## config.mk

```make
export PLATFORM = sky130hd
export DESIGN_NAME = sign_restore
export DESIGN_NICKNAME = d
export VERILOG_FILES = /design/src/rtl/sign_restore.sv
export SDC_FILE = /design/constraint.sdc
export NUM_CORES = 1
export LEC_CHECK = 0
export CAP_MARGIN = 20
export CORE_MARGIN = 1
export CORE_UTILIZATION = 45
export DETAILED_ROUTE_END_ITERATION = 6
export GPL_TIMING_DRIVEN = 0
export MAX_ROUTING_LAYER = met4
export PLACE_DENSITY = 0.74
export SYNTH_ARGS = -nofsm -noshare
export SYNTH_HDL_FRONTEND = slang
export SYNTH_SLANG_ARGS = --single-unit
```

## constraint.sdc

```tcl
create_clock -name clk -period 5.71 [get_ports clk]
set_clock_uncertainty 0.1 [all_clocks]
set_input_delay 0.571 -clock clk [delete_from_list [all_inputs] [get_ports clk]]
set_output_delay 0.571 -clock clk [all_outputs]
set_load 0.03 [all_outputs]
```

## src/rtl/sign_restore.sv

```systemverilog
// sign_restore: re-applies operand signs to the unsigned result of a mul/div
// core. A small tag FIFO remembers {op, Sign1, Sign2} for each issued op and
// pairs it in order with the next unsigned core result; the signed result is
// held in a one-entry output register with valid/ready handshaking.
module sign_restore #(
    parameter int WIDTH = 32,
    parameter int DEPTH = 4
) (
    input  logic                   clk,
    input  logic                   rst,
    input  logic                   tag_valid,
    output logic                   tag_ready,
    input  logic                   Sign1,
    input  logic                   Sign2,
    input  logic                   op,
    output logic [$clog2(DEPTH):0] tag_count,
    input  logic                   core_valid,
    output logic                   core_ready,
    input  logic [WIDTH-1:0]       Uns1,
    input  logic [WIDTH-1:0]       Uns2,
    output logic                   out_valid,
    input  logic                   out_ready,
    output logic [WIDTH-1:0]       res1,
    output logic [WIDTH-1:0]       res2
);

    // Pointer width is kept at least one bit so DEPTH=1 still elaborates.
    localparam int AW = (DEPTH > 1) ? $clog2(DEPTH) : 1;
    localparam int CW = $clog2(DEPTH) + 1;

    typedef struct packed {
        logic op;   // 0 = multiply, 1 = divide
        logic s1;   // sign of operand 1 (dividend for divide)
        logic s2;   // sign of operand 2
    } tag_t;

    // Tag storage and bookkeeping
    tag_t             r_mem [DEPTH];
    logic [AW-1:0]    r_wptr;
    logic [AW-1:0]    r_rptr;
    logic [CW-1:0]    r_count;

    // Output register
    logic             r_out_valid;
    logic [WIDTH-1:0] r_res1;
    logic [WIDTH-1:0] r_res2;

    // Handshake and datapath wires
    logic             w_push;
    logic             w_pop;
    tag_t             w_head;
    logic             w_neg_q;
    logic             w_neg_r;
    logic             w_neg_m;
    logic [WIDTH-1:0] w_lo_inv;
    logic [WIDTH-1:0] w_lo_neg;
    logic             w_lo_carry;
    logic [WIDTH-1:0] w_hi_neg;
    logic [WIDTH-1:0] w_div_q;
    logic [WIDTH-1:0] w_div_r;
    logic [WIDTH-1:0] w_nxt1;
    logic [WIDTH-1:0] w_nxt2;

    // Advance a FIFO pointer, wrapping at DEPTH.
    function automatic logic [AW-1:0] ptr_inc(input logic [AW-1:0] p);
        if (p == AW'(DEPTH - 1)) return '0;
        return p + AW'(1);
    endfunction

    // Two's-complement negate when en is set; -0 = 0 and the most negative
    // value maps to itself, both falling out of plain modular arithmetic.
    function automatic logic [WIDTH-1:0] cond_neg(input logic [WIDTH-1:0] x,
                                                  input logic en);
        if (en) return ~x + WIDTH'(1);
        return x;
    endfunction

    // Ready signals are purely combinational; a pop in the same cycle does
    // not free space for a push, which keeps the FIFO full check trivial.
    assign tag_ready  = !rst && (r_count < CW'(DEPTH));
    assign core_ready = !rst && (r_count != '0) && (!r_out_valid || out_ready);

    assign w_push = tag_valid && tag_ready;
    assign w_pop  = core_valid && core_ready;
    assign w_head = r_mem[r_rptr];

    assign tag_count = r_count;
    assign out_valid = r_out_valid;
    assign res1      = r_res1;
    assign res2      = r_res2;

    // Sign selection for the head tag: product sign for multiply and
    // quotient, dividend sign for the remainder.
    assign w_neg_m = w_head.s1 ^ w_head.s2;
    assign w_neg_q = w_head.s1 ^ w_head.s2;
    assign w_neg_r = w_head.s1;

    // Double-width negate split into halves: the low word's +1 carries into
    // the high word only when the low word is zero (the borrow chain).
    assign w_lo_inv               = ~Uns2;
    assign {w_lo_carry, w_lo_neg} = {1'b0, w_lo_inv} + {{WIDTH{1'b0}}, 1'b1};
    assign w_hi_neg               = ~Uns1 + {{(WIDTH-1){1'b0}}, w_lo_carry};

    assign w_div_q = cond_neg(Uns1, w_neg_q);
    assign w_div_r = cond_neg(Uns2, w_neg_r);

    // Pick the signed result for whichever operation the head tag describes.
    always_comb begin
        w_nxt1 = Uns1;
        w_nxt2 = Uns2;
        if (w_head.op) begin
            w_nxt1 = w_div_q;
            w_nxt2 = w_div_r;
        end else if (w_neg_m) begin
            w_nxt1 = w_hi_neg;
            w_nxt2 = w_lo_neg;
        end
    end

    // Tag payload write; storage needs no reset since only counted entries are read.
    always_ff @(posedge clk) begin
        if (w_push) r_mem[r_wptr] <= tag_t'({op, Sign1, Sign2});
    end

    // Pointer and occupancy tracking for the tag FIFO.
    always_ff @(posedge clk) begin
        if (rst) begin
            r_wptr  <= '0;
            r_rptr  <= '0;
            r_count <= '0;
        end else begin
            if (w_push) r_wptr <= ptr_inc(r_wptr);
            if (w_pop)  r_rptr <= ptr_inc(r_rptr);
            case ({w_push, w_pop})
                2'b10:   r_count <= r_count + CW'(1);
                2'b01:   r_count <= r_count - CW'(1);
                default: r_count <= r_count;
            endcase
        end
    end

    // Output register: load on core handshake, drop valid when consumed,
    // otherwise hold so the consumer sees a stable result under backpressure.
    always_ff @(posedge clk) begin
        if (rst) begin
            r_out_valid <= 1'b0;
            r_res1      <= '0;
            r_res2      <= '0;
        end else if (w_pop) begin
            r_out_valid <= 1'b1;
            r_res1      <= w_nxt1;
            r_res2      <= w_nxt2;
        end else if (out_ready) begin
            r_out_valid <= 1'b0;
        end
    end

endmodule

```

==> qor.txt <==
Final Hold Violating Endpoints - 0
flop and latch count out of synthesis - 86
measured slew at the worst slew-check pin - 0.883 ns
top cells by count, synth - o21ai_0 (77), dfxtp_1 (74), nor2_1 (40), or3_1 (38)
Synth Area in Simple Gates - 21.2%
Placement Setup Slack - 1.16 ns
peak supply drop - 0.000141 V
largest net degree at the start of global routing - 16
clock root buffer - clkbuf_8
DR pass1 iterations - 4
Cell Pwr Density - 266 mW/mm^2
period utilization - 74.1%
WP data arrival - 4.42 ns
top-area cell type share of the netlist area - 31.6%
register area share after synthesis - 39.3%
most common cell in the netlist - o21ai_0
Adder-Cell Fraction of Synth Area - 3.36%
diode count - 0
Via Count - 4962
vias in the first global route - 4814
initial drt markers - 306
critical path class - primary input to register
Fmax - 236 MHz
Slew headroom - 40.6%
first-pass GRT wire length - 23800 um
utilization after layout - 65.1%
hold buffer count at CTS - 0
crit-path max FO - 10
top_reg_cell synth - dfxtp_1
Data required, critical path - 5.90 ns
DRC viols - 0
Compound-Gate Fraction of Synth Area - 22.6%
Post-synth EDFFs - 12
Final Wtd Congestion - 0.935
IO buf count - 141
main combinational cell family by area after synthesis - compound AO/OA/AOI/OAI gates
Final nets - 786
Yosys cell types - 48
final worst slack - 1.48 ns
WL per Instance - 17.3 um
Mapped Area - 0.00469 mm^2
I/O pin count - 142
TNS Setup - 0 ns
Post-Place Cells - 824
Fillers - 887
full die area - 0.0108 mm^2
met2 routed WL - 6740 um
syn nets - 634
ordered list of cells on the worst path - clkdlybuf4s50_1 > inv_1 > nand4_1 > clkinv_1 > clkbuf_1 > clkbuf_1 > ha_1 > inv_1 > fa_1 > xor2_1 > or3_1 > a21oi_1
post-CTS setup buffers - 0
post-synth top area cell - dfxtp_1
Period minus WS final - 4.23 ns
RSZ-0062 raised after global routing - no
Starting Density - 47.1%
CP max stage cell - clkdlybuf4s50_1
Final Total Pwr - 0.00172 W
max cap viols - 0
CTS Buf Count - 9
yosys warns - 0
crit end category - register
global route overflow - 0
wire length on met1 - 6500 um
Syn Inst Count - 550
max layer used - met4
core area - 0.00995 mm^2
Routed Antenna Nets - 0
Post-Route WL - 14600 um
post-synthesis xor/xnor area fraction - 6.17%
Slew Limit Fails - 0
non-filler cells, final - 840
CP top delay family - buffers and inverters
# rows - 36
outcome - finished clean
mux contribution to synthesized area - 2.83%
Chip Height - 104 um
htree depth - 3
Post-synth ARST share - 0%
Detail Placement HPWL - 10900 um
initial antenna violation count - 0
Buf+Inv Stages, Crit Path - 6
final setup vio count - 0
worst hold path class - register to register
Die W - 104 um
Resized cells post-CTS - 0
Avg Cell Area, Syn - 8.52 um^2
worst-skew pair later-pin latency - 0.36 ns
top post-synthesis cells by area - dfxtp_1 (32%), o21ai_0 (8.2%), edfxtp_1 (7.7%)
Sink Count - 86
share of layout cells above drive strength 1 - 5.80%
CP Launch Type - primary input
leak pwr - 2.13 nW
Total GRT Usage - 28.0%
Clock Tree Buf Depth - 2
metal3 WL - 1070 um
CTS tree - built
CTS clock-pin slew for the worst setup and hold paths - 0.09 ns
Vias/cell - 5.91
slowest stage delay, CP - 0.57 ns
P&R area growth vs syn - 38.4%
==> cell usage in the layout, fill, tap and decap left out, types with 9 or more instances in the layout <==
cell type        count
clkdlybuf4s50_1    141
o21ai_0             77
dfxtp_1             74
nor2_1              40
or3_1               38
a21oi_1             37
a31oi_1             37
xnor2_1             31
clkbuf_1            30
nor3_1              25
nor4_1              20
nand2_1             14
inv_1               13
edfxtp_1            12
ha_1                11
or4_1                9
clkbuf_8             9
==> report_power, final <==
group,internal [W],switching (W)
clock,0.000247,0.000232
combinational,0.000235,0.000317
sequential,0.000662,0.0000288
total,0.00114,0.000578
==> layer usage <==
metal,up-vias,track usage (%)
met1,2349,37.3
met2,218,43.0
met5,-,-
met3,20,4.45
li1,2375,-
met4,0,9.69
==> flip-flops by register name (all words and copies together), names as in the netlist, named ones only <==
name	flops
res1	32
r_wptr	2
tag_count	3
r_rptr	2
res2	32
out_valid	1
r_mem	12
==> metrics by stage <==
stage                     hold WS (ns)  cell area [um^2]
after global routing             0.409              6480
after floorplan                  0.354              4690
after detailed placement         0.366              6260
after CTS                        0.379              6480
after global placement           0.368              6260
final                            0.380              6480
==> kinds of logic after synthesis <==
logic type / after synthesis
adders and majority gates: 12
AOI/OAI and AO/OA: 179
and+or+nand+nor: 180
muxes: 9
buffers and inverters: 51
xor gates and xnor gates: 33
DFF: 86
==> final timing paths <==
kind / slack, ns / cells past startpoint / from / end
setup / recovery: 1.48 / 12 / rst / tag_count[2]
setup reg to reg: 2.08 / 11 / tag_count[0] / tag_count[2]
hold reg to reg: 0.38 / 2 / res2[0] / res2[0]
hold / removal: 0.38 / 2 / res2[0] / res2[0]
==> layout make-up <==
class	instances	area, um^2	share of cell area (%)
plain buffers	37	160	2.47
clock buffers	9	124	1.91
clock inverters	7	96.3	1.49
inverters	14	52.6	0.810
multi-input cells	413	2630	40.6
flip-flops and latches	86	1840	28.4
well taps	133	166	2.57
repair buffers	141	1410	21.8
==> tightest hold or removal path, delay by kind of cell (launching register included) <==
family,cells,cell delay (ns)
DFF,1,0.33
and+or+nand+nor,1,0.06
AOI/OAI and AO/OA,1,0.05
(Power assumes the default switching activity.)
